<file path="src/rtl/lenet_sched_pkg.sv">
// Shared types and defaults for the LeNet ping-pong frame scheduler.
package lenet_sched_pkg;

   typedef enum logic [1:0] {
      EMPTY   = 2'd0,
      FULL    = 2'd1,
      READING = 2'd2
   } buf_state_t;

   typedef enum logic [1:0] {
      IDLE = 2'd0,
      GO   = 2'd1,
      BUSY = 2'd2
   } sched_state_t;

   localparam int unsigned RESULT_W_DEF = 4;

endpackage

</file>
<file path="src/rtl/lenet_sched_wdt.sv">
// BUSY watchdog: counts enabled cycles, flags expiry in the LIMIT-th enabled cycle.
module lenet_sched_wdt #(
   parameter int unsigned LIMIT = 2000000
) (
   input  logic clk,
   input  logic rst_n,
   input  logic clr,
   input  logic en,
   output logic expire_c
);

   localparam int unsigned CNT_W = (LIMIT > 1) ? $clog2(LIMIT) : 1;

   logic [CNT_W-1:0] cnt;

   assign expire_c = en && (cnt == CNT_W'(LIMIT - 1));

   always_ff @(posedge clk or negedge rst_n) begin
      if (!rst_n) begin
         cnt <= '0;
      end else if (clr) begin
         cnt <= '0;
      end else if (en && !expire_c) begin
         cnt <= cnt + CNT_W'(1);
      end
   end

endmodule

</file>
<file path="src/rtl/lenet_frame_scheduler.sv">
// Ping-pong frame buffer scheduler feeding the LeNet core.
// Define LENET_WDT_EN to build in the BUSY watchdog and a live timeout_err.
module lenet_frame_scheduler
   import lenet_sched_pkg::*;
#(
   parameter int unsigned RESULT_W       = RESULT_W_DEF,
   parameter int unsigned DROP_W         = 16,
   parameter int unsigned TIMEOUT_CYCLES = 2000000
) (
   input  logic                clk,
   input  logic                rst_n,
   input  logic                frame_done,
   output logic                wr_buf_sel,
   output logic                rd_buf_sel,
   input  logic                lenet_ready,
   output logic                lenet_go,
   input  logic                lenet_done,
   input  logic [RESULT_W-1:0] lenet_result,
   output logic [RESULT_W-1:0] result,
   output logic                result_valid,
   output logic                busy,
   output logic [DROP_W-1:0]   drop_cnt,
   output logic                timeout_err
);

   sched_state_t        state_q, state_d;
   buf_state_t          buf_q [2];
   buf_state_t          buf_d [2];
   logic                wr_d, rd_d, rv_d, to_d;
   logic [DROP_W-1:0]   drop_d;
   logic [RESULT_W-1:0] result_d;
   logic                other_c;
   logic                wdt_expire_c;

   if (TIMEOUT_CYCLES == 0 || DROP_W == 0 || RESULT_W == 0) begin : g_cfg_check
      $error("lenet_frame_scheduler: TIMEOUT_CYCLES, DROP_W and RESULT_W must be nonzero");
   end

`ifdef LENET_WDT_EN
   lenet_sched_wdt #(
      .LIMIT (TIMEOUT_CYCLES)
   ) u_wdt (
      .clk      (clk),
      .rst_n    (rst_n),
      .clr      (state_q != BUSY),
      .en       (state_q == BUSY),
      .expire_c (wdt_expire_c)
   );
`else
   assign wdt_expire_c = 1'b0;
`endif

   assign other_c = ~wr_buf_sel;

   // Release/claim first, then frame_done sees the updated buffer states.
   always_comb begin
      state_d  = state_q;
      buf_d    = buf_q;
      wr_d     = wr_buf_sel;
      rd_d     = rd_buf_sel;
      rv_d     = 1'b0;
      to_d     = timeout_err;
      drop_d   = drop_cnt;
      result_d = result;

      case (state_q)
         IDLE: begin
            if (lenet_ready && buf_q[other_c] == FULL) begin
               rd_d           = other_c;
               buf_d[other_c] = READING;
               state_d        = GO;
            end
         end
         GO: state_d = BUSY;
         BUSY: begin
            if (lenet_done) begin
               result_d          = lenet_result;
               rv_d              = 1'b1;
               buf_d[rd_buf_sel] = EMPTY;
               state_d           = IDLE;
            end else if (wdt_expire_c) begin
               to_d              = 1'b1;
               buf_d[rd_buf_sel] = EMPTY;
               state_d           = IDLE;
            end
         end
         default: state_d = IDLE;
      endcase

      if (frame_done) begin
         case (buf_d[other_c])
            EMPTY: begin
               buf_d[wr_buf_sel] = FULL;
               wr_d              = other_c;
            end
            FULL: begin
               buf_d[wr_buf_sel] = FULL;
               buf_d[other_c]    = EMPTY;
               wr_d              = other_c;
               if (drop_cnt != {DROP_W{1'b1}}) drop_d = drop_cnt + DROP_W'(1);
            end
            default: begin
               if (drop_cnt != {DROP_W{1'b1}}) drop_d = drop_cnt + DROP_W'(1);
            end
         endcase
      end
   end

   always_ff @(posedge clk or negedge rst_n) begin
      if (!rst_n) begin
         state_q      <= IDLE;
         buf_q[0]     <= EMPTY;
         buf_q[1]     <= EMPTY;
         wr_buf_sel   <= 1'b0;
         rd_buf_sel   <= 1'b0;
         lenet_go     <= 1'b0;
         busy         <= 1'b0;
         result       <= '0;
         result_valid <= 1'b0;
         drop_cnt     <= '0;
         timeout_err  <= 1'b0;
      end else begin
         state_q      <= state_d;
         buf_q        <= buf_d;
         wr_buf_sel   <= wr_d;
         rd_buf_sel   <= rd_d;
         lenet_go     <= (state_d == GO);
         busy         <= (state_d != IDLE);
         result       <= result_d;
         result_valid <= rv_d;
         drop_cnt     <= drop_d;
         timeout_err  <= to_d;
      end
   end

endmodule
</file>
<file path="config.mk">
export PLATFORM = sky130hd
export DESIGN_NAME = lenet_frame_scheduler
export DESIGN_NICKNAME = d
export VERILOG_FILES = /design/src/rtl/lenet_sched_pkg.sv /design/src/rtl/lenet_sched_wdt.sv /design/src/rtl/lenet_frame_scheduler.sv
export SDC_FILE = /design/constraint.sdc
export NUM_CORES = 1
export LEC_CHECK = 0
export CORE_MARGIN = 2
export CORE_UTILIZATION = 30
export CTS_BUF_LIST = sky130_fd_sc_hd__clkbuf_16
export DETAILED_ROUTE_END_ITERATION = 6
export HOLD_SLACK_MARGIN = 0.05
export PLACE_DENSITY_LB_ADDON = 0.1
export SLEW_MARGIN = 20
export SYNTH_ARGS = -nofsm -noshare
export SYNTH_HDL_FRONTEND = slang
export SYNTH_SLANG_ARGS = --single-unit
</file>
<file path="constraint.sdc">
create_clock -name clk -period 3 [get_ports clk]
set_clock_uncertainty 0.2 [all_clocks]
set_input_delay 0.6 -clock clk [delete_from_list [all_inputs] [get_ports clk]]
set_output_delay 0.6 -clock clk [all_outputs]
set_load 0.05 [all_outputs]
</file>
; After elaboration in Yosys (flattened, before gate mapping)
; Cells that the tools add are included.
[totals]
inputBits = 9
out_inout_bits = 26
wordCells = 72
regBits = 31
[classes]
addsub = 1
magnitude_cmp = 6
n_eq_ne = 6
bitwise_logic = 15
reduce_logical = 12
n_mux = 22
[op_table]
columns = op, n
row1 = 2-bit two-way mux, 11
row2 = "16-bit by 1-bit adder with 16-bit output, second input constant", 1
row3 = "16-bit != test, second input constant", 1
row4 = 4-bit case mux with 2 select lines, 2
row5 = 4-bit two-way mux, 3
row6 = 4-bit bitwise AND, 2
row7 = "2-bit by 1-bit equality test with 1-bit output, second input constant", 4
row8 = 4-bit NOT, 2
row9 = 2-bit demux with 1-bit select, 3
row10 = "2-bit >= comparator, second input constant", 3
row11 = "2-bit by 1-bit less-than comparator with 1-bit output, second input constant", 3
row12 = 1-bit NOT with 2-bit output, 3
row13 = 2-bit case mux with 3 select lines, 1
row14 = 2-bit AND reduction, 3
row15 = 2-bit bitwise AND, 2
row16 = 1-bit logical AND, 4
row17 = 2-bit zero test, 2
row18 = 2-bit NOT, 2
row19 = 2-bit OR, 2
row20 = 3-bit AND reduction, 1
row21 = "2-bit equality test, second input constant", 1
row22 = 1-bit two-way mux, 2
row23 = 1-bit NOT, 2
row24 = 2-bit nonzero test, 1
row25 = 2-bit OR reduction, 1

; Longest topological paths before layout
[logic_depth]
word_depth = 16
mapped_depth = 6
mapped_depth_nobuf = 6

; Least setup slack after synthesis
; No wires, ideal clock.
[synth_path]
path_kind = register -> register
from = register drop_cnt[0]
to = register drop_cnt[1]
n_path_buf = 0
stages_incl_launch_ff = 7
required_ns = 2.675
path_slack_ns = 0.663
arrival_ns = 2.012
path_cell_list = dfrtp_1 > ha_1 > and3_2 > nand2_4 > nor4_4 > nor2_2 > mux2_4
[synth_between]
elab_chain_len = 2
elab_cells_between_ends = 3
[synth_lines]
columns = item, line_no
row1 = start: declaration, lenet_frame_scheduler.sv:22  ; output logic [DROP_W-1:0] drop_cnt,
row2 = start signal: assignment, lenet_frame_scheduler.sv:131  ; drop_cnt <= drop_d;
row3 = branches (longest 2 deep; another with 16-bit by 1-bit adder with 16-bit output), --
; Several ways; the timed one is not identified.
; A chain may end at the register's enable or synchronous reset.

; Final worst setup path
[layout_path]
from = register wr_buf_sel
to = output wr_buf_sel
[layout_rtl]
columns = item, line_no
row1 = start: declaration, lenet_frame_scheduler.sv:13  ; output logic wr_buf_sel,
row2 = start signal: assignment, lenet_frame_scheduler.sv:125  ; wr_buf_sel <= wr_d;
; No word-level cell between the ends.

==> results_dict.tcl <==
set metrics [dict create \
    ir_worst_vdd_mv 0.384 \
    wire_length_of_the_first_global_routing_pass_um 5890 \
    share_seq_of_total_power_pct 31.4 \
    maximum_number_of_pins_on_one_net_before_global_route_repair 32 \
    path_class_of_the_lowest_slack_min_delay_path "register to register" \
    p_int_mw 1.32 \
    max_slew.worst_pin.slew_ns 0.509 \
    core_area_mm2 0.00511 \
    dominantRegCellSynth "dfrtp_1" \
    dominant_combinational_cell_family_by_area_after_synthesis "simple AND/OR/NAND/NOR gates" \
    timing.reg2reg.setup_slack_ns 0.81 \
    cp.required_ns 2.20 \
    synth-simple-area-share_pct 25.7 \
    postCtsHoldBufs 0 \
    vias 1250 \
    place_hpwl_um 2490 \
    synth-xor-area-share_pct 5.54 \
    n_antenna_cell 0 \
    viasPerCell 4.86 \
    setup_viol 0 \
    netlist_instances 148 \
    area_growth_syn_to_layout_pct 35.8 \
    final_routed_wirelength_across_all_metal_layers_um 3380 \
    postLayoutCoreUtil_pct 42.0 \
    cts_tree "yes" \
    die-height_um 76.6 \
    p_leak_nw 0.943 \
    arrival_ns 1.66 \
    synth_sequential_area_ratio_pct 49.1 \
    synth.distinct_cells 47 \
    net-switching-power_mw 1.01 \
    cellPowerDensity_mw_per_mm2 1090 \
    drt_first_pass_iters 4 \
    fin_nets 197 \
    worstSetupEndpointType "primary output" \
    cts_max_path_buffers 2 \
    syn_nets 158 \
    final.hold.worst_slack_ns 0.271 \
    post_route_cells_drive_above_1_share_pct 14.4 \
    worst_path_buf_inv 1 \
    share_of_synthesized_area_spent_on_multiplexers_pct 3.80 \
    initial_core_util_pct 30.9 \
    switching_share_pct 43.2 \
    cts.root.buffer_cell "clkbuf_16" \
    num_clock_sinks 31 \
    htreeDepth 2 \
    synthesis.area_mm2 0.00158 \
    max_freq_mhz 406 \
    rsz0062_at_grt "no" \
    portBuffers 33 \
    rows 26 \
    drv_cap 0 \
    remaining_drc_errors 0 \
    path_delay_family "buffers and inverters" \
    cts_made_buffers 5 \
    gp_routability_congestion 0.868 \
    yosys_warnings 0 \
    path_class "register to primary output" \
    outcome "completed" \
    die_w_um 76.6 \
    io_pins 35 \
    post_synthesis_sequential_element_count 31 \
    drt.antenna.violating_nets 0 \
    p_clk_share_pct 23.6 \
    path_max_fanout 11 \
    synth_edf_count 0 \
    first_global_vias 1264 \
    post_cts.repair.setup_buffers 0 \
    drt_first_iter_violations 55 \
    cts.reportedPaths.clkPinSlew_ns 0.05 \
    worst_path_max_delay_cell "clkdlybuf4s50_1" \
    share_of_synthesized_cell_area_in_full_adder_half_adder_and_majority_cells_pct 0.792 \
    slew_headroom_pct 66.0 \
    complex_gate_fraction_of_the_synthesized_area_pct 12.0 \
    min_period_ns 2.46 \
    worstPathCellList "clkdlybuf4s50_1" \
    hold_violations 0 \
    timing.final.crit_share_pct 82.0 \
    clk-insertion-delay-late_ns 0.27 \
    post_synth.cell_area_avg_um2 10.7 \
    antenna_found_initial 0 \
    track_usage_pct 12.7 \
    asyncSetResetFlopFracSynth_pct 100 \
    totalNegativeSetupSlack_ns 0 \
    slew_viol_final 0 \
    globalRouteOverflowTotal 0 \
    share_comb_of_total_power_pct 45.0 \
    post_cts_resized 0 \
    routedWlPerCell_um 13.1 \
    full_die_area_mm2 0.00586 \
    cpPeakStageDelay_ns 0.87 \
    setup.worst_path.start_class "register" \
]
-- power by group through the flow --
stage	registers, mW	clock network [mW]	logic (mW)
6_report	0.732	0.550	1.05
5_1_grt	0.767	0.585	1.12
4_1_cts	0.736	0.566	1.06
3_5_place_dp	0.741	0	1.06
3_3_place_gp	0.734	0	1.05
2_1_floorplan	1.09	0	0.366
-- cells by family after synthesis --
| kind of cell | Yosys count |
|---|---|
| other cells | 1 |
| compound gates | 21 |
| xor+xnor | 10 |
| simple gates | 70 |
| buf+inv | 9 |
| flops | 31 |
| fa+ha+maj | 1 |
| mux | 5 |
-- per-stage QoR --
stage | total power, mW | setup WS, ns | instances | instance area [um^2]
3_5_place_dp | 1.80 | 0.279 | 250 | 1990
2_1_floorplan | 1.45 | 0.663 | 148 | 1580
4_1_cts | 2.36 | 0.519 | 257 | 2150
6_report | 2.33 | 0.539 | 257 | 2150
5_1_grt | 2.47 | 0.461 | 257 | 2150
3_3_place_gp | 1.78 | 0.356 | 250 | 1990
-- final timing paths --
| check | endpoint | from | cells past startpoint |
|---|---|---|---|
| min in group asynchronous | drop_cnt[14] | rst_n | 2 |
| worst max-delay path | wr_buf_sel | wr_buf_sel | 1 |
| worst min-delay path | result[1] | result[1] | 2 |
| worst max register to register | drop_cnt[1] | drop_cnt[0] | 6 |
| worst min register to register | result[1] | result[1] | 2 |
| max in group asynchronous | result[2] | rst_n | 2 |
-- synthesized netlist by cell type, types with 2 or more instances --
master     count  share of area (%)
and3_2         2               0.95
nand2_1       21                5.0
o22ai_1        2               0.79
nor4_1         3                1.2
dfrtp_1       31                 49
nand2b_1       3                1.2
nand3_1        6                1.9
a21oi_1        2               0.63
xor2_1         9                5.0
o21ai_0        3               0.95
nor2_2         2               0.79
nor2_1        10                2.4
nand4_1        2               0.79
nor3_1         8                2.5
a2111oi_2      2                1.9
nor3b_1        3                1.4
mux2_2         3                2.1
inv_1          7                1.7
-- registers in the layout, summed over array words and instances, names as in the netlist --
| name | flops |
|---|---|
| wr_buf_sel | 1 |
| lenet_go | 1 |
| state_q | 2 |
| result | 4 |
| busy | 1 |
| rd_buf_sel | 1 |
| buf_q | 4 |
| result_valid | 1 |
| drop_cnt | 16 |
-- routing by layer --
| metal | wire length [um] | vias to the layer above | share of wire [%] | global-route usage (%) |
|---|---|---|---|---|
| met5 | 0 | - | 0 | 0 |
| met4 | 72 | 0 | 2.1 | 6.18 |
| met3 | 143 | 7 | 4.2 | 4.27 |
| met2 | 1650 | 34 | 49 | 20.4 |
| met1 | 1510 | 607 | 45 | 15.3 |
| li1 | - | 602 | - | - |
-- layout make-up --
cell class / count / area, um^2
multi-input cells: 108 / 759
inverters: 7 / 26.3
repair buffers: 34 / 338
clock buffers: 5 / 125
clock inverters: 2 / 33.8
flip-flops and latches: 31 / 776
well taps: 70 / 87.6
fillers: 507 / 2960
-- cell usage in the layout (no fill, tap or decap), drive strengths merged --
cell           count
a2111oi            2
a211oi             1
a21o               1
a21oi              2
a2bb2oi            1
a32oi              1
and3               3
and4               1
buf                1
bufinv             1
clkbuf             5
clkdlybuf4s50     33
conb               1
dfrtp             31
ha                 1
inv                8
mux2               5
nand2             22
nand2b             4
nand3              6
nand3b             1
nand4              3
nand4b             1
nor2              12
nor2b              1
nor3               8
nor3b              3
nor4               4
nor4bb             1
o2111ai            1
o211ai             1
o21a               1
o21ai              5
o21ba              1
o22ai              2
o2bb2ai            1
o31ai              1
xnor2              1
xor2               9
Note: power is estimated with default switching activity, not from simulation.
